$ cat config.mk
export PLATFORM = sky130hd
export DESIGN_NAME = mshr_noc_arb
export DESIGN_NICKNAME = d
export VERILOG_FILES = /design/src/rtl/mshr_noc_arb.sv
export SDC_FILE = /design/constraint.sdc
export NUM_CORES = 1
export LEC_CHECK = 0
export BUFFER_PORTS_ARGS = -buffer_cell sky130_fd_sc_hd__buf_2
export CORE_AREA = 2 2 557 559
export CTS_CLUSTER_DIAMETER = 60
export DETAILED_ROUTE_END_ITERATION = 7
export DIE_AREA = 0 0 559 561
export MAX_ROUTING_LAYER = met4
export PLACE_DENSITY = 0.3
export SETUP_SLACK_MARGIN = 0.5
export SLEW_MARGIN = 20
export SYNTH_ARGS = -nofsm -noshare
export SYNTH_HDL_FRONTEND = slang
export SYNTH_SLANG_ARGS = --single-unit
export TNS_END_PERCENT = 10
$ cat constraint.sdc
create_clock -name clk -period 3.44 [get_ports clk]
set_clock_uncertainty 0.15 [all_clocks]
set_input_delay 0.516 -clock clk [delete_from_list [all_inputs] [get_ports clk]]
set_output_delay 0.516 -clock clk [all_outputs]
set_load 0.05 [all_outputs]
$ cat src/rtl/mshr_noc_arb.sv
// Round-robin arbiter from MSHR request ports onto one memory request sink.
// A tag table tracks in-flight mshrids and routes atomic responses back to their sources.
module mshr_noc_arb #(
  parameter int SOURCE_NUM      = 4,
  parameter int MAX_OUTSTANDING = 4,
  parameter int REQ_TYPE_W      = 4,
  parameter int MSHRID_W        = 8,
  parameter int ADDR_W          = 40,
  parameter int SIZE_W          = 3,
  parameter int HOMEID_W        = 16,
  parameter int WMASK_W         = 8,
  parameter int DATA_W          = 64,
  localparam int CNT_W          = $clog2(MAX_OUTSTANDING + 1)
) (
  input  logic                  clk,
  input  logic                  rst_n,

  input  logic [SOURCE_NUM-1:0] mem_req_source_valid,
  output logic [SOURCE_NUM-1:0] mem_req_source_ready,
  input  logic [REQ_TYPE_W-1:0] mem_req_source_req_type   [SOURCE_NUM],
  input  logic [MSHRID_W-1:0]   mem_req_source_mshrid     [SOURCE_NUM],
  input  logic [ADDR_W-1:0]     mem_req_source_address    [SOURCE_NUM],
  input  logic [SIZE_W-1:0]     mem_req_source_size       [SOURCE_NUM],
  input  logic [HOMEID_W-1:0]   mem_req_source_homeid     [SOURCE_NUM],
  input  logic [WMASK_W-1:0]    mem_req_source_write_mask [SOURCE_NUM],
  input  logic [DATA_W-1:0]     mem_req_source_data_0     [SOURCE_NUM],
  input  logic [DATA_W-1:0]     mem_req_source_data_1     [SOURCE_NUM],

  output logic                  mem_req_sink_valid,
  input  logic                  mem_req_sink_ready,
  output logic [REQ_TYPE_W-1:0] mem_req_sink_req_type,
  output logic [MSHRID_W-1:0]   mem_req_sink_mshrid,
  output logic [ADDR_W-1:0]     mem_req_sink_address,
  output logic [SIZE_W-1:0]     mem_req_sink_size,
  output logic [HOMEID_W-1:0]   mem_req_sink_homeid,
  output logic [WMASK_W-1:0]    mem_req_sink_write_mask,
  output logic [DATA_W-1:0]     mem_req_sink_data_0,
  output logic [DATA_W-1:0]     mem_req_sink_data_1,

  input  logic                  atomic_resp_source_valid,
  input  logic [MSHRID_W-1:0]   atomic_resp_source_mshrid,
  input  logic [DATA_W-1:0]     atomic_resp_source_data,

  output logic [SOURCE_NUM-1:0] atomic_resp_sink_valid,
  output logic [MSHRID_W-1:0]   atomic_resp_sink_mshrid   [SOURCE_NUM],
  output logic [DATA_W-1:0]     atomic_resp_sink_data     [SOURCE_NUM],

  output logic [CNT_W-1:0]      outstanding_cnt,
  output logic                  resp_orphan
);

  localparam int SRC_W = $clog2(SOURCE_NUM);
  localparam int IDX_W = (MAX_OUTSTANDING > 1) ? $clog2(MAX_OUTSTANDING) : 1;

  typedef enum logic {UNLOCKED, LOCKED} lock_state_e;

  logic [MAX_OUTSTANDING-1:0] tbl_vld;
  logic [MSHRID_W-1:0]        tbl_mshrid [MAX_OUTSTANDING];
  logic [SRC_W-1:0]           tbl_src    [MAX_OUTSTANDING];

  lock_state_e                lock_state;
  logic [SRC_W-1:0]           lock_idx;
  logic [SRC_W-1:0]           last_grant;
  logic [SRC_W-1:0]           grant;
  logic [SRC_W-1:0]           rr_idx;
  logic                       rr_found;
  int                         cand;

  logic                       full;
  logic [SOURCE_NUM-1:0]      dup;
  logic [SOURCE_NUM-1:0]      eligible;
  logic                       handshake;

  logic [IDX_W-1:0]           alloc_idx;
  logic                       alloc_found;
  logic [MAX_OUTSTANDING-1:0] resp_hit;
  logic                       resp_free;

  // Full and duplicate checks look only at registered state, so a slot freed this cycle is not reusable yet.
  assign full = &tbl_vld;

  always_comb begin
    dup      = '0;
    eligible = '0;
    for (int i = 0; i < SOURCE_NUM; i++) begin
      for (int e = 0; e < MAX_OUTSTANDING; e++) begin
        if (tbl_vld[e] && (tbl_mshrid[e] == mem_req_source_mshrid[i])) dup[i] = 1'b1;
      end
      eligible[i] = mem_req_source_valid[i] && !full && !dup[i];
    end
  end

  always_comb begin
    rr_found = 1'b0;
    rr_idx   = '0;
    cand     = 0;
    for (int k = 1; k <= SOURCE_NUM; k++) begin
      cand = (int'(last_grant) + k) % SOURCE_NUM;
      if (!rr_found && eligible[SRC_W'(cand)]) begin
        rr_found = 1'b1;
        rr_idx   = SRC_W'(cand);
      end
    end
  end

  assign grant              = (lock_state == LOCKED) ? lock_idx : rr_idx;
  assign mem_req_sink_valid = (lock_state == LOCKED) ? eligible[lock_idx] : rr_found;
  assign handshake          = mem_req_sink_valid && mem_req_sink_ready;

  assign mem_req_sink_req_type   = mem_req_source_req_type[grant];
  assign mem_req_sink_mshrid     = mem_req_source_mshrid[grant];
  assign mem_req_sink_address    = mem_req_source_address[grant];
  assign mem_req_sink_size       = mem_req_source_size[grant];
  assign mem_req_sink_homeid     = mem_req_source_homeid[grant];
  assign mem_req_sink_write_mask = mem_req_source_write_mask[grant];
  assign mem_req_sink_data_0     = mem_req_source_data_0[grant];
  assign mem_req_sink_data_1     = mem_req_source_data_1[grant];

  always_comb begin
    mem_req_source_ready = '0;
    for (int i = 0; i < SOURCE_NUM; i++) begin
      mem_req_source_ready[i] = handshake && (grant == SRC_W'(i));
    end
  end

  always_comb begin
    alloc_found = 1'b0;
    alloc_idx   = '0;
    for (int e = 0; e < MAX_OUTSTANDING; e++) begin
      if (!alloc_found && !tbl_vld[e]) begin
        alloc_found = 1'b1;
        alloc_idx   = IDX_W'(e);
      end
    end
  end

  // Tags in the table are unique, so at most one entry can hit.
  always_comb begin
    resp_hit               = '0;
    atomic_resp_sink_valid = '0;
    for (int e = 0; e < MAX_OUTSTANDING; e++) begin
      if (atomic_resp_source_valid && tbl_vld[e] && (tbl_mshrid[e] == atomic_resp_source_mshrid)) begin
        resp_hit[e]                        = 1'b1;
        atomic_resp_sink_valid[tbl_src[e]] = 1'b1;
      end
    end
  end

  assign resp_free   = |resp_hit;
  assign resp_orphan = atomic_resp_source_valid && !resp_free;

  for (genvar i = 0; i < SOURCE_NUM; i++) begin : g_resp_bcast
    assign atomic_resp_sink_mshrid[i] = atomic_resp_source_mshrid;
    assign atomic_resp_sink_data[i]   = atomic_resp_source_data;
  end

  always_ff @(posedge clk or negedge rst_n) begin
    if (!rst_n) begin
      tbl_vld <= '0;
      for (int e = 0; e < MAX_OUTSTANDING; e++) begin
        tbl_mshrid[e] <= '0;
        tbl_src[e]    <= '0;
      end
    end else begin
      for (int e = 0; e < MAX_OUTSTANDING; e++) begin
        if (resp_hit[e]) tbl_vld[e] <= 1'b0;
        if (handshake && alloc_found && (alloc_idx == IDX_W'(e))) begin
          tbl_vld[e]    <= 1'b1;
          tbl_mshrid[e] <= mem_req_sink_mshrid;
          tbl_src[e]    <= grant;
        end
      end
    end
  end

  always_ff @(posedge clk or negedge rst_n) begin
    if (!rst_n) begin
      outstanding_cnt <= '0;
    end else begin
      case ({handshake, resp_free})
        2'b10:   outstanding_cnt <= outstanding_cnt + CNT_W'(1);
        2'b01:   outstanding_cnt <= outstanding_cnt - CNT_W'(1);
        default: outstanding_cnt <= outstanding_cnt;
      endcase
    end
  end

  // Grant lock: hold the index while the sink is stalled so the payload cannot switch mid-transfer.
  always_ff @(posedge clk or negedge rst_n) begin
    if (!rst_n) begin
      lock_state <= UNLOCKED;
      lock_idx   <= '0;
      last_grant <= SRC_W'(SOURCE_NUM - 1);
    end else begin
      case (lock_state)
        UNLOCKED: begin
          if (handshake) begin
            last_grant <= grant;
          end else if (mem_req_sink_valid) begin
            lock_state <= LOCKED;
            lock_idx   <= grant;
          end
        end
        LOCKED: begin
          if (handshake) begin
            lock_state <= UNLOCKED;
            last_grant <= grant;
          end
        end
        default: lock_state <= UNLOCKED;
      endcase
    end
  end

endmodule

== Word-level counts from Yosys, hierarchy flattened ==
Index checks and enable logic that the tools add are counted.

* Word-level logic and storage cells: 248
* Bits of input ports: 908
* Register bits after elaboration: 52
* Output and inout bits: 508

* Multiplexer cells: 101
* Equal/unequal tests: 28
* Magnitude comparators: 14
* Add/subtract/negate cells: 6
* Bitwise gates (word level): 6
* Reductions and logical operators: 77

{| class="wikitable"
|+ Operator list
! kind !! number
|-
| binary-select mux 64 bit (select 2 bit) || 2
|-
| 2-to-1 mux 64 bit || 4
|-
| equality test 8 bit || 20
|-
| binary-select mux 40 bit (select 2 bit) || 1
|-
| 2-to-1 mux 40 bit || 2
|-
| 2-to-1 mux 1 bit || 54
|-
| logical AND 1 bit || 53
|-
| binary-select mux 16 bit (select 2 bit) || 1
|-
| binary-select mux 8 bit (select 2 bit) || 2
|-
| 2-to-1 mux 16 bit || 2
|-
| 2-to-1 mux 8 bit || 4
|-
| 2-to-1 mux 4 bit || 6
|-
| < comparator 2 x 4 -> 1 bit (second input constant) || 4
|-
| 2-to-1 mux 2 bit || 8
|-
| < comparator 2 x 3 -> 1 bit (second input constant) || 5
|-
| zero test 1 bit || 14
|-
| OR 4 bit || 3
|-
| binary-select mux 1 bit (select 2 bit) || 5
|-
| equality test 2 bit (second input constant) || 5
|-
| nonzero test 2 bit || 5
|-
| binary-select mux 4 bit (select 2 bit) || 1
|-
| demux 1 bit (select 2 bit) || 4
|-
| greater-or-equal comparator 2 x 1 -> 1 bit (second input constant) || 4
|-
| binary-select mux 3 bit (select 2 bit) || 1
|-
| other kinds (15) || 22
|}

== Depth between registers and ports, before layout ==
Gate-level depths: netlist of the first run.

* Depth after elaboration: 26
* Mapped depth: 15
* Gate-level depth less buffers: 12

== Least setup slack after synthesis of the first run ==
OpenSTA, ideal clock, no wires.

* Path kind: input to output
* Start point: input mem_req_source_mshrid[26] (netlist bit)
* End point: output mem_req_source_ready[2]
* Setup slack: -1.049 ns
* Buffers on the path: 5
* Data required time: 2.774 ns
* Stages on the path: 14
* Arrival: 3.823 ns
* Path through: buf_4 xnor2_1 nand4_1 nor4_1 and3_4 or4_4 o21ai_1 o21ai_1 a221o_1 buf_2 buf_6 buf_6 buf_4 nor3b_1

* Cells in the longest elaborated chain, start to end: 24
* Elaborated cells on any way between the ends: 47
* Classes of those cells: eq/ne (5); mux (28); reduce/logical (14)

{| class="wikitable"
|+ RTL lines
! what !! RTL line !! RTL
|-
| start: declaration || 21 || <nowiki>input logic [MSHRID_W-1:0] mem_req_source_mshrid [SOURCE_NUM],</nowiki>
|-
| equality test 8 bit || 87 || <nowiki>if (tbl_vld[e] && (tbl_mshrid[e] == mem_req_source_mshrid[i])) dup[i] = 1'b1;</nowiki>
|-
| logical AND 1 bit || 87 ||
|-
| 2-to-1 mux 1 bit (3 in a row) || 87 ||
|-
| 2-to-1 mux 1 bit (*) || 87 ||
|-
| zero test 1 bit (*) || 89 || <nowiki>eligible[i] = mem_req_source_valid[i] && !full && !dup[i];</nowiki>
|-
| logical AND 1 bit (*) || 89 ||
|-
| binary-select mux 1 bit (select 2 bit) || 99 || <nowiki>if (!rr_found && eligible[SRC_W'(cand)]) begin</nowiki>
|-
| 2-to-1 mux 1 bit (not written as such) (2 in a row) || 99 ||
|-
| [... 5 more ...] || -- ||
|-
| logical AND 1 bit || 99 ||
|-
| 2-to-1 mux 1 bit || 99 ||
|-
| zero test 1 bit || 99 ||
|-
| logical AND 1 bit || 99 ||
|-
| 2-to-1 mux 2 bit or 2-to-1 mux 1 bit (tied branches) || 99 ||
|-
| 2-to-1 mux 2 bit or 2-to-1 mux 1 bit (tied branches) || 106, 107 ||
|-
| equality test 2 bit or logical AND 1 bit (tied branches) || 122, 108 ||
|-
| logical AND 1 bit (*) || 122 || <nowiki>mem_req_source_ready[i] = handshake && (grant == SRC_W'(i));</nowiki>
|-
| end: declaration || 19 || <nowiki>output logic [SOURCE_NUM-1:0] mem_req_source_ready,</nowiki>
|}

Every way passes the cells marked *; elsewhere a longest branch is shown, timed or not. The select of a mux whose other input is x is not followed.

== Worst setup path in the final report of the first run ==
* Start point: register tbl_mshrid[5] (netlist bit)
* End point: output mem_req_sink_address[5]

* Cells in the longest elaborated chain, start to end: 23
* Elaborated cells on any way between the ends: 50
* Classes of those cells: eq/ne (4); mux (27); bitwise (1); reduce/logical (18)

{| class="wikitable"
|+ RTL lines
! what !! RTL line !! RTL
|-
| start: declaration || 58 || <nowiki>logic [MSHRID_W-1:0] tbl_mshrid [MAX_OUTSTANDING];</nowiki>
|-
| start signal: indexed assignment || 169 || <nowiki>tbl_mshrid[e] <= mem_req_sink_mshrid;</nowiki>
|-
| equality test 8 bit || 87 ||
|-
| logical AND 1 bit || 87 ||
|-
| 2-to-1 mux 1 bit || 87 ||
|-
| zero test 1 bit || 89 ||
|-
| logical AND 1 bit || 89 ||
|-
| binary-select mux 1 bit (select 2 bit) || 99 ||
|-
| 2-to-1 mux 1 bit (not written as such) (2 in a row) || 99 ||
|-
| 2-to-1 mux 1 bit || 99 ||
|-
| [... 5 more ...] || -- ||
|-
| 2-to-1 mux 1 bit || 99 ||
|-
| zero test 1 bit || 99 ||
|-
| logical AND 1 bit || 99 ||
|-
| 2-to-1 mux 2 bit (*) || 99 ||
|-
| 2-to-1 mux 2 bit (*) || 106 || <nowiki>assign grant = (lock_state == LOCKED) ? lock_idx : rr_idx;</nowiki>
|-
| inverter 2 -> 3 bit (not written as such) (*) || 112 || <nowiki>assign mem_req_sink_address = mem_req_source_address[grant];</nowiki>
|-
| binary-select mux 40 bit (select 2 bit) (*) || 112 ||
|-
| 2-to-1 mux 40 bit (not written as such) (*) (2 in a row) || 112 ||
|-
| end: declaration || 33 || <nowiki>output logic [ADDR_W-1:0] mem_req_sink_address,</nowiki>
|}

Marks and branches as above.

==> summary.md, run 1 <==
| Metric | Value |
|---|---|
| Syn_nets | 2432 |
| Placed cells | 6652 |
| RSZ-0062 raised after global routing | true |
| Cell row count | 204 |
| Max FO, Critical Path | 10 |
| Number of vias per cell | 2.44 |
| CP startpoint | tbl_mshrid[5]$_DFFE_PN0P_ |
| Die ar. | 0.314 sq mm |
| Post-route setup slack | -1.42 ns |
| Most frequent cell after synthesis | mux2i_1 |
| Crit start category | register |
| Library cells used by synthesis | a little under 60 |
| Crit path DAT | 4.19 ns |
| Commonest cells in the synthesized netlist | mux2i_1, buf_4, xnor2_1 |
| Slew Limit Fails | 0 |
| Area grow syn2layout | 122% |
| Min cycle time layout | 4.86 ns |
| Multi-input gate area | 0.0115 sq mm |
| EDFF count, synth | 0 |
| Initial antenna violation count | 137 |
| Ports | 1416 |
| Main synth FF type | dfrtp_1 |
| # setup viols final | 255 |
| Clock transition at path regs | 0.09 ns |
| Storage cell area | 0.00133 sq mm |
| Residual DRC | 0 |
| Share of cells above drive strength 1 | 0.714 |
| F_max | 206 MHz |
| Routed WL per cell | 24.5 microns |
| Initial Utilization | 0.0454 |
| Die height | 561 microns |
| Final period utilization | 1.41 |
| Die X | 559 microns |
| CTS Buf Count | 5 |
| Clock root buffer | clkbuf_16 |
| CTS tree | done |
| Gr ovfl total | 0 |
| Largest area contributor in the netlist | mux2i_1 |
| Via count | 16600 |
| Post-synth top area share | 0.437 |
| Max-slew headroom | 0.619 |
| Final std cells w/o fill | 6796 |
| Pwr Density | 1410 mW/mm^2 |
| Max_cap viols | 0 |
| Seq/Total Area, Yosys | 0.0934 |
| Filler cell count | 35700 |
| Pwr Total | around 44 mW |
| Dpl hpwl | 150 mm |
| Maximum buffer depth of the clock tree | 2 |
| Leakage Power | ~12 nW |
| CP required | 2.77 ns |
| H-tree Lvls | 2 |
| Post-Synthesis Cell Area | 0.0140 sq mm |
| First-pass GRT wire length | 200 mm |
| Antenna viol nets, final | 0 |
| Post-Synthesis Cells | 1522 |
| Final Core Density | 0.101 |
| Iter 0 DRT Violations | just over 900 |
| Share of async-settable or async-resettable flops after synthesis | 1.00 |
| First-pass detailed-route iteration total | 4 |
| Synthesized area per cell | about 9 sq um |
| Synth top area cells | mux2i_1, buf_4, dfrtp_1, xnor2_1, xor2_1 |
| Final hold violations | 0 |
| Clock latency at the later pin of the worst-skew pair | 0.32 ns |
| PortBufs | between 1000 and 1500 |
| R2R Path Start | tbl_mshrid[5]$_DFFE_PN0P_ |
| GPL Wtd Cong | 0.967 |
| Worst min-delay path class | input port to asynchronous set/reset pin |
| Crit end category | output pin |
| WL final | 167 mm |
| Largest net degree at the start of global routing | 41 |
| Core Box Area | ~0.3 sq mm |
| Clock Sink Count | 52 |
| Worst setup path category | register to output pin |
| Final Hold Slack | 0.0293 ns |
| Status | finished, violations left |
| YS warnings | 0 |
| Final nets | 3523 |
| GRT Overall Usage | 0.102 |
| Worst VDD drop | between 0.0008 and 0.0009 V |
| Synth Register Bits | 52 |
| Violated checks | setup timing |
| Worst slew pin tran | 0.570 ns |
| Vias in the first global route | 16900 |
placed cells by master (no fill, tap or decap), types with 12 or more instances in the layout:
cell,Yosys,final
mux2i_4,12,118
nand3_1,13,12
dfrtp_1,50,29
diode_2,0,62
nor4_2,0,13
buf_16,0,12
xor2_1,75,71
dfrtp_2,0,21
nand2_1,61,55
mux2i_1,609,413
xnor2_1,88,80
buf_12,1,199
buf_8,0,16
clkbuf_16,0,12
buf_4,327,317
mux2i_2,0,90
o221ai_2,12,23
buf_2,71,879
buf_6,36,91
nand4_1,24,24
logic make-up after synthesis:
logic type,after synthesis,share of synthesized area
multiplexers,629,0.463
buffers and inverters,449,0.236
AND/OR/NAND/NOR,168,0.0630
XOR/XNOR,163,0.102
AO/OA/AOI/OAI,59,0.0397
flip-flops,52,0.0934
adder cells (fa/ha/maj),2,0.00233
sequential cells by signal (all words and copies together), names as in the netlist, named ones only:
name and count:
lock_idx 2, tbl_vld 4, tbl_src 8, last_grant 2, tbl_mshrid 32, outstanding_cnt 3
layer usage:
metal / vias up / wire length, microns / track usage
li1: 7367 / - / -
met1: 7752 / 67900 / 0.120
met2: 1219 / 80300 / 0.172
met3: 243 / 13600 / 0.0304
met4: 0 / 4820 / 0.0210
met5: - / 0 / -
power by group:
part	switching [mW]	leakage [nW]	internal, mW
logic	22.8	11.5	18.9
clock network	0.284	0.0723	0.278
registers	0.567	0.620	0.896
total	23.7	12.2	20.0
layout make-up:
cell class,instances,share of cell area
Clock inverter,3,0.000889
Timing Repair Buffer,1523,0.407
Sequential cell,52,0.0430
Tap cell,4120,0.166
Multi-Input combinational cell,1021,0.372
Inverter,10,0.00121
Antenna cell,62,0.00501
Clock buffer,5,0.00404
per-stage QoR:
step,setup TNS (ns),area [sq um],setup slack [ns]
after floorplan,-144.74,14200,-0.746
after global placement,-312.59,26900,-1.99
after detailed placement,-253.72,26900,-1.79
after CTS,-266.99,28800,-1.43
after global routing,-317.01,30900,-1.53
final,-279.40,31000,-1.42
worst max-delay path: stages (launching register included):
cell	delay, ns
dfrtp_2	0.47
buf_4	0.17
xor2_1	0.25
nor4_4	0.09
a311oi_2	0.34
buf_4	0.17
buf_6	0.09
a22oi_2	0.07
nor2_1	0.09
a311oi_1	0.06
buf_4	0.15
o311ai_4	0.55
buf_12	0.26
buf_8	0.22
buf_4	0.17
mux2i_4	0.33
buf_6	0.17
buf_12	0.14
final timing paths:
path                       cells past startpoint                              to  slack (ns)
max                                           17         mem_req_sink_address[5]       -1.42
min in group clk                               1  outstanding_cnt[2]$_DFFE_PN0P_        0.34
max reg2reg                                   18      tbl_mshrid[12]$_DFFE_PN0P_       -0.62
min reg2reg                                    1  outstanding_cnt[2]$_DFFE_PN0P_        0.34
min                                            1          tbl_vld[3]$_DFFE_PN0P_        0.03
max in group asynchronous                      2      tbl_mshrid[10]$_DFFE_PN0P_        2.32
what timing repair did:
| item | CTS | global route |
|---|---|---|
| endpoints found under the setup margin | 269 | 269 |
| hold buffers | 0 | 0 |
| resized for setup | 363 | 271 |
| setup buffers | 22 | 40 |
| gates cloned | 3 | 9 |
| pin swaps | 12 | 30 |
(Power assumes the default switching activity.)
==> run 2, diff against run 1 <==
--- a/config.mk
+++ b/config.mk
@@ -10,6 +10,7 @@
 export CTS_CLUSTER_DIAMETER = 60
 export DETAILED_ROUTE_END_ITERATION = 7
 export DIE_AREA = 0 0 559 561
+export HOLD_SLACK_MARGIN = 0.15
 export MAX_ROUTING_LAYER = met4
 export PLACE_DENSITY = 0.3
 export SETUP_SLACK_MARGIN = 0.5
==> run 2 against run 1 <==
- non-clock buffer count grew 1
- sequential cell count is the same
- critical endpoint unchanged
- routed wire length is essentially flat
- total power is essentially flat
- maximum frequency shrank 0.14%
- largest power group unchanged
- the run still ends with setup timing left
==> summary.md, run 2 (synthesis results as in run 1) <==
| Metric | Value |
|---|---|
| Area grow syn2layout | 122% |
| Initial Utilization | 0.0454 |
| Leakage Power | 12.2 nW |
| Die X | 559 microns |
| Number of vias per cell | 2.44 |
| Final std cells w/o fill | roughly 6800 |
| Clock latency at the later pin of the worst-skew pair | between 0.3 and 0.4 ns |
| Max FO, Critical Path | 10 |
| Final period utilization | 1.41 |
| Placed cells | between 6000 and 7000 |
| CP required | 2.77 ns |
| TNS Setup | -282.83 ns |
| Max-slew headroom | 0.619 |
| Worst setup path category | register to output pin |
| Crit end category | output pin |
| # setup viols final | roughly 260 |
| Pwr Density | between 1000 and 1500 mW/mm^2 |
| Post-route setup slack | -1.42 ns |
| Dpl hpwl | 150 mm |
| Die ar. | approximately 0.31 sq mm |
| PortBufs | 1095 |
| Worst slew pin tran | 0.570 ns |
| Worst min-delay path class | register to register |
| Biggest register | tbl_mshrid |
| Most common cell after layout, fill and taps aside | buf_2 |
| Initial antenna violation count | 137 |
| Cell row count | ~200 |
| Residual DRC | 0 |
| Die height | 561 microns |
| Pwr Total | 43.7 mW |
| Share of cells above drive strength 1 | 0.714 |
| Most frequent cells in the layout | buf_2, mux2i_1, buf_4 |
| First-pass detailed-route iteration total | 4 |
| Hold Crit Depth | 1 |
| Crit start category | register |
| Largest net degree at the start of global routing | a little over 40 |
| Number of flip-flops in the largest register | 32 |
| Iter 0 DRT Violations | between 900 and 1000 |
| Vias in the first global route | around 17000 |
| WL final | around 170 mm |
| Routed WL per cell | 24.5 microns |
| Worst R2R Path Depth | 18 |
| Largest registers | tbl_mshrid: 32 flops, tbl_src: 8 flops, tbl_vld: 4 flops |
| Ports | 1416 |
| Antenna viol nets, final | 0 |
| CTS tree | done |
| Maximum buffer depth of the clock tree | 2 |
| Final nets | 3524 |
| Status | finished, violations left |
| CTS Buf Count | 5 |
| Clock root buffer | clkbuf_16 |
| Max_cap viols | 0 |
| Slew Limit Fails | 0 |
| Gr ovfl total | 0 |
| F_max | 206 MHz |
| First-pass GRT wire length | ~200 mm |
| Clock Sink Count | 52 |
| Clock transition at path regs | 0.09 ns |
| Final hold violations | 0 |
| Min cycle time layout | slightly below 5 ns |
| Violated checks | setup timing |
| GRT Overall Usage | 0.102 |
| Crit path DAT | 4.20 ns |
| GPL Wtd Cong | just under 1 |
| RSZ-0062 raised after global routing | true |
| Worst VDD drop | 0.000878 V |
| H-tree Lvls | 2 |
| Via count | 16600 |
| Core Box Area | just over 0.3 sq mm |
## run 2: cell count changes in the layout (fill, tap and decap cells not counted)
cell | before | now
diode_2 | 62 | 64
dlygate4sd3_1 | 0 | 1
## run 2: cell type report
class	count	area (sq um)
antenna	64	160
clock buffer	5	125
clock inverter	3	27.5
fill	35700	277000
inverter	10	37.5
multi-input combinational	1021	11500
sequential	52	1330
tap	4120	5150
timing repair buffer	1524	12600
## run 2: worst max-delay path, stage by stage (launching register included)
cell	delay (ns)
dfrtp_2	0.47
buf_4	0.17
xor2_1	0.25
nor4_4	0.09
a311oi_2	0.35
buf_4	0.18
buf_6	0.09
a22oi_2	0.07
nor2_1	0.09
a311oi_1	0.06
buf_4	0.15
o311ai_4	0.55
buf_12	0.26
buf_8	0.22
buf_4	0.17
mux2i_4	0.33
buf_6	0.16
buf_12	0.14
## run 2: timing repair
item	4_1_cts	5_1_grt
pin swaps	12	30
endpoints found under the setup margin	269	269
gates resized for setup	363	271
cloned	3	9
hold buffers	1	0
hold endpoints to repair	17	0
buffers inserted	22	40
## run 2: per-stage QoR
step           cell area [sq um]  setup slack (ns)  hold WS (ns)    util
2_1_floorplan              14200            -0.746        0.0704       -
3_3_place_gp               26900             -1.99         0.343  0.0874
3_5_place_dp               26900             -1.79         0.337  0.0874
4_1_cts                    28800             -1.43         0.350  0.0938
5_1_grt                    31000             -1.53         0.375   0.101
6_report                   31000             -1.42         0.339   0.101
## run 2: power by group
group          total, mW  leakage (nW)  internal [mW]  switching [mW]
Combinational       41.7          11.5           18.9            22.8
Clock              0.564        0.0723          0.278           0.286
Sequential          1.46         0.620          0.896           0.562
## run 2: worst paths after layout
path / from / slack (ns) / end
min: outstanding_cnt[2]$_DFFE_PN0P_ / 0.34 / outstanding_cnt[2]$_DFFE_PN0P_
max: tbl_mshrid[5]$_DFFE_PN0P_ / -1.42 / mem_req_sink_address[5]
min in group asynchronous: rst_n / 0.56 / tbl_vld[3]$_DFFE_PN0P_
max in group asynchronous: rst_n / 1.79 / tbl_mshrid[12]$_DFFE_PN0P_
max reg2reg: tbl_mshrid[5]$_DFFE_PN0P_ / -0.64 / tbl_mshrid[12]$_DFFE_PN0P_
min reg2reg: outstanding_cnt[2]$_DFFE_PN0P_ / 0.34 / outstanding_cnt[2]$_DFFE_PN0P_
## run 2: routing by layer
| layer | vias to the layer above | wire, microns | global-route usage |
|---|---|---|---|
| li1 | 7376 | - | - |
| met1 | 7755 | 68600 | 0.120 |
| met2 | 1207 | 80300 | 0.172 |
| met3 | 243 | 13000 | 0.0304 |
| met4 | 0 | 4830 | 0.0210 |
| met5 | - | 0 | - |
==> run 3, diff against run 2 <==
--- a/config.mk
+++ b/config.mk
@@ -5,11 +5,12 @@
 export SDC_FILE = /design/constraint.sdc
 export NUM_CORES = 1
 export LEC_CHECK = 0
+export ABC_AREA = 1
 export BUFFER_PORTS_ARGS = -buffer_cell sky130_fd_sc_hd__buf_2
-export CORE_AREA = 2 2 557 559
+export CORE_AREA = 2 2 555 557
 export CTS_CLUSTER_DIAMETER = 60
 export DETAILED_ROUTE_END_ITERATION = 7
-export DIE_AREA = 0 0 559 561
+export DIE_AREA = 0 0 557 559
 export HOLD_SLACK_MARGIN = 0.15
 export MAX_ROUTING_LAYER = met4
 export PLACE_DENSITY = 0.3
==> run 3 against run 2 <==
- the run still ends with setup timing left
- via count increased by 36%
- synthesized cell count increased by 78%
- die area decreased by 0.71%
- worst setup slack improved by 0.34 ns
- first-iteration DRC count increased by 53%
- hold slack got worse by 0.21 ns
- non-clock buffer count increased by 41
- count of clock-buffer cells in the layout increased by 1
- global-route usage increased by 2.7 points
- register-to-register slack improved by 0.38 ns
- design area increased by 4.9%
- critical endpoint is now mem_req_sink_data_0[9]
==> summary.md, run 3 <==
| Metric | Value |
|---|---|
| EDFF count, synth | 0 |
| Busiest layer in global routing | met2 |
| GPL Wtd Cong | between 0.9 and 1 |
| Worst min-delay path class | input port to asynchronous set/reset pin |
| H-tree Lvls | 2 |
| First-pass detailed-route iteration total | 5 |
| M1 GR Usage | 0.154 |
| Die height | 559 microns |
| Biggest register | tbl_mshrid |
| Max FO, Critical Path | 11 |
| Final nets | 4748 |
| Min cycle time layout | 4.52 ns |
| Ports | ~1400 |
| F_max | 221 MHz |
| Final period utilization | 1.31 |
| Synthesized area per cell | just under 5 sq um |
| Number of flip-flops in the largest register | 32 |
| Max_cap viols | 0 |
| Most frequent cells in the layout | nand2_1, buf_2, buf_4 |
| Core Box Area | 0.305 sq mm |
| Largest registers | tbl_mshrid: 32 flops, tbl_src: 8 flops, tbl_vld: 4 flops |
| Library cells used by synthesis | 43 |
| Critical Path End | mem_req_sink_data_0[9] |
| GRT Overall Usage | 0.129 |
| Clock Sink Count | 52 |
| RSZ-0062 raised after global routing | true |
| Met3 Usage GRT | 0.0204 |
| Final Hold Slack | 0.133 ns |
| DP Area | approximately 0.027 sq mm |
| CP startpoint | tbl_mshrid[2]$_DFFE_PN0P_ |
| Vias in the first global route | 22600 |
| Most frequent cell after synthesis | nand2_1 |
| Slew Limit Fails | 0 |
| Number of vias per cell | approximately 2.8 |
| WL final | about 210 mm |
| Post-Synthesis Cell Area | 0.0134 sq mm |
| Clock root buffer | clkbuf_16 |
| Violated checks | setup timing |
| Cell area after layout | about 0.032 sq mm |
| Area grow syn2layout | 142% |
| Share of async-settable or async-resettable flops after synthesis | 1.00 |
| Crit path DAT | 3.85 ns |
| Gr ovfl total | 0 |
| Syn_nets | 3615 |
| Dpl hpwl | between 150 and 200 mm |
| PortBufs | 1095 |
| Worst setup path category | register to output pin |
| Clock transition at path regs | 0.08 ns |
| Filler cell count | 36000 |
| Initial antenna violation count | 88 |
| Die ar. | 0.311 sq mm |
| Post-Synthesis Cells | approximately 2700 |
| Post-synth top area share | 0.440 |
| Cell row count | 203 |
| Storage cell area | 0.00132 sq mm |
| Seq/Total Area, Yosys | 0.0970 |
| Iter 0 DRT Violations | 1474 |
| Most common cell after layout, fill and taps aside | nand2_1 |
| Worst R2R Path Depth | 25 |
| # setup viols final | about 250 |
| Clock latency at the later pin of the worst-skew pair | 0.32 ns |
| Grt met2 use | 0.223 |
| Via count | 22600 |
| Worst slew pin tran | 0.843 ns |
| CTS tree | done |
| Largest net degree at the start of global routing | 53 |
| R2R Path Start | tbl_mshrid[2]$_DFFE_PN0P_ |
| Multi-input gate area | 0.0115 sq mm |
| Synth top area cells | nand2_1, buf_4, nand3_1, dfrtp_1, buf_2 |
| Initial Utilization | 0.0441 |
| RR Endpoint | tbl_mshrid[0]$_DFFE_PN0P_ |
| Largest area contributor in the netlist | nand2_1 |
| Residual DRC | 0 |
| Routed WL per cell | 26.0 microns |
| First-pass GRT wire length | 253 mm |
| Max-slew headroom | 0.438 |
| Commonest cells in the synthesized netlist | nand2_1, buf_4, nand3_1 |
| Reg2reg setup slack | -0.26 ns |
| Maximum buffer depth of the clock tree | 2 |
| Die X | between 500 and 600 microns |
| Synth Register Bits | between 50 and 60 |
| Status | finished, violations left |
| Share of cells above drive strength 1 | 0.555 |
| Main synth FF type | dfrtp_1 |
| CTS Buf Count | 5 |
| Crit start category | register |
| CP required | 2.77 ns |
| Antenna viol nets, final | 0 |
| Post-route setup slack | -1.08 ns |
| TNS Setup | -200.81 ns |
| # hold bufs at CTS | 0 |
| YS warnings | 0 |
| Final hold violations | 0 |
| Crit end category | output pin |
## run 3: cell types whose count changed after synthesis, moves of 32 or more
cell	before	now
inv_1	10	60
nand3_1	13	261
nand2_1	61	1575
xor2_1	75	26
buf_6	36	3
nor2_1	11	74
clkbuf_1	3	37
xnor2_1	88	24
inv_2	0	44
mux2i_1	609	0
buf_4	327	295
## run 3: how the worst min path moves through the flow
stage	startpoint	endpoint	slack (ns)	cells after the start
after detailed placement	outstanding_cnt[2]$_DFFE_PN0P_	outstanding_cnt[2]$_DFFE_PN0P_	0.33	1
after global placement	outstanding_cnt[2]$_DFFE_PN0P_	outstanding_cnt[2]$_DFFE_PN0P_	0.31	1
after floorplan	rst_n	asynchronous set/reset pin	0.07	0
final	rst_n	outstanding_cnt[0]$_DFFE_PN0P_	0.13	1
after global routing	rst_n	outstanding_cnt[0]$_DFFE_PN0P_	0.18	1
after CTS	rst_n	outstanding_cnt[0]$_DFFE_PN0P_	0.17	1
## run 3: cell type report
type / instances / share of cell area
timing repair buffer: 1565 / 0.418
multi-input combinational: 2101 / 0.354
tap: 4100 / 0.158
sequential: 52 / 0.0407
inverter: 108 / 0.0161
antenna: 60 / 0.00462
clock buffer: 6 / 0.00397
timing repair inverter: 5 / 0.00366
clock inverter: 2 / 0.000424
## run 3: critical path, stage by stage (launching register included)
cell and delay, ns:
dfrtp_2 0.49, buf_6 0.16, buf_6 0.10, xor2_1 0.15
nor2_1 0.14, nand3_2 0.17, nor2_4 0.15, nor2_4 0.06
nand3_4 0.09, nand3_2 0.09, nand2_2 0.11, nand3_4 0.09
nor2_4 0.12, nor2_4 0.05, nand2_4 0.10, nand2_8 0.11
buf_4 0.17, buf_12 0.12, clkbuf_16 0.18, buf_12 0.16
nand2_2 0.11, nand2_4 0.08, nand2_2 0.07, nand3_2 0.10
buf_12 0.16, buf_12 0.14
## run 3: per-stage QoR
stage               setup WS (ns)    util  std cells
floorplan                 -0.0369       -       2705
global placement            -2.16  0.0877       7836
detailed placement          -1.91  0.0877       7836
CTS                         -1.23  0.0981       7887
global route                -1.24   0.106       7995
finish                      -1.08   0.107       7999
## run 3: cells by family (layout without fill, tap and decap cells)
kind of cell,Yosys count,count (layout),synth area share
AOI/OAI and AO/OA,107,107,0.0464
xor gates and xnor gates,50,50,0.0326
adders and majority gates,2,2,0.00242
buffers and inverters,552,1686,0.248
DFF,52,52,0.0970
muxes,1,1,0.000837
other,0,60,0
and+or+nand+nor,1941,1941,0.573
## run 3: metal layers
metal | part of all wire | wire (microns) | up-vias
met5 | 0 | 0 | -
met4 | 0.028 | 5890 | 0
met3 | 0.055 | 11400 | 314
met2 | 0.50 | 104000 | 1043
met1 | 0.42 | 87200 | 10900
li1 | - | - | 10400
## run 3: what timing repair did
item | CTS | global route
gates resized for setup | 555 | 453
pin swaps | 29 | 53
buffers inserted | 26 | 41
cloned | 17 | 11
setup endpoints to repair | 269 | 269
Power of run 3 is left out: the tool's default activity adds up to more than one toggle a clock period on the data nets, which glitch-free logic cannot reach.
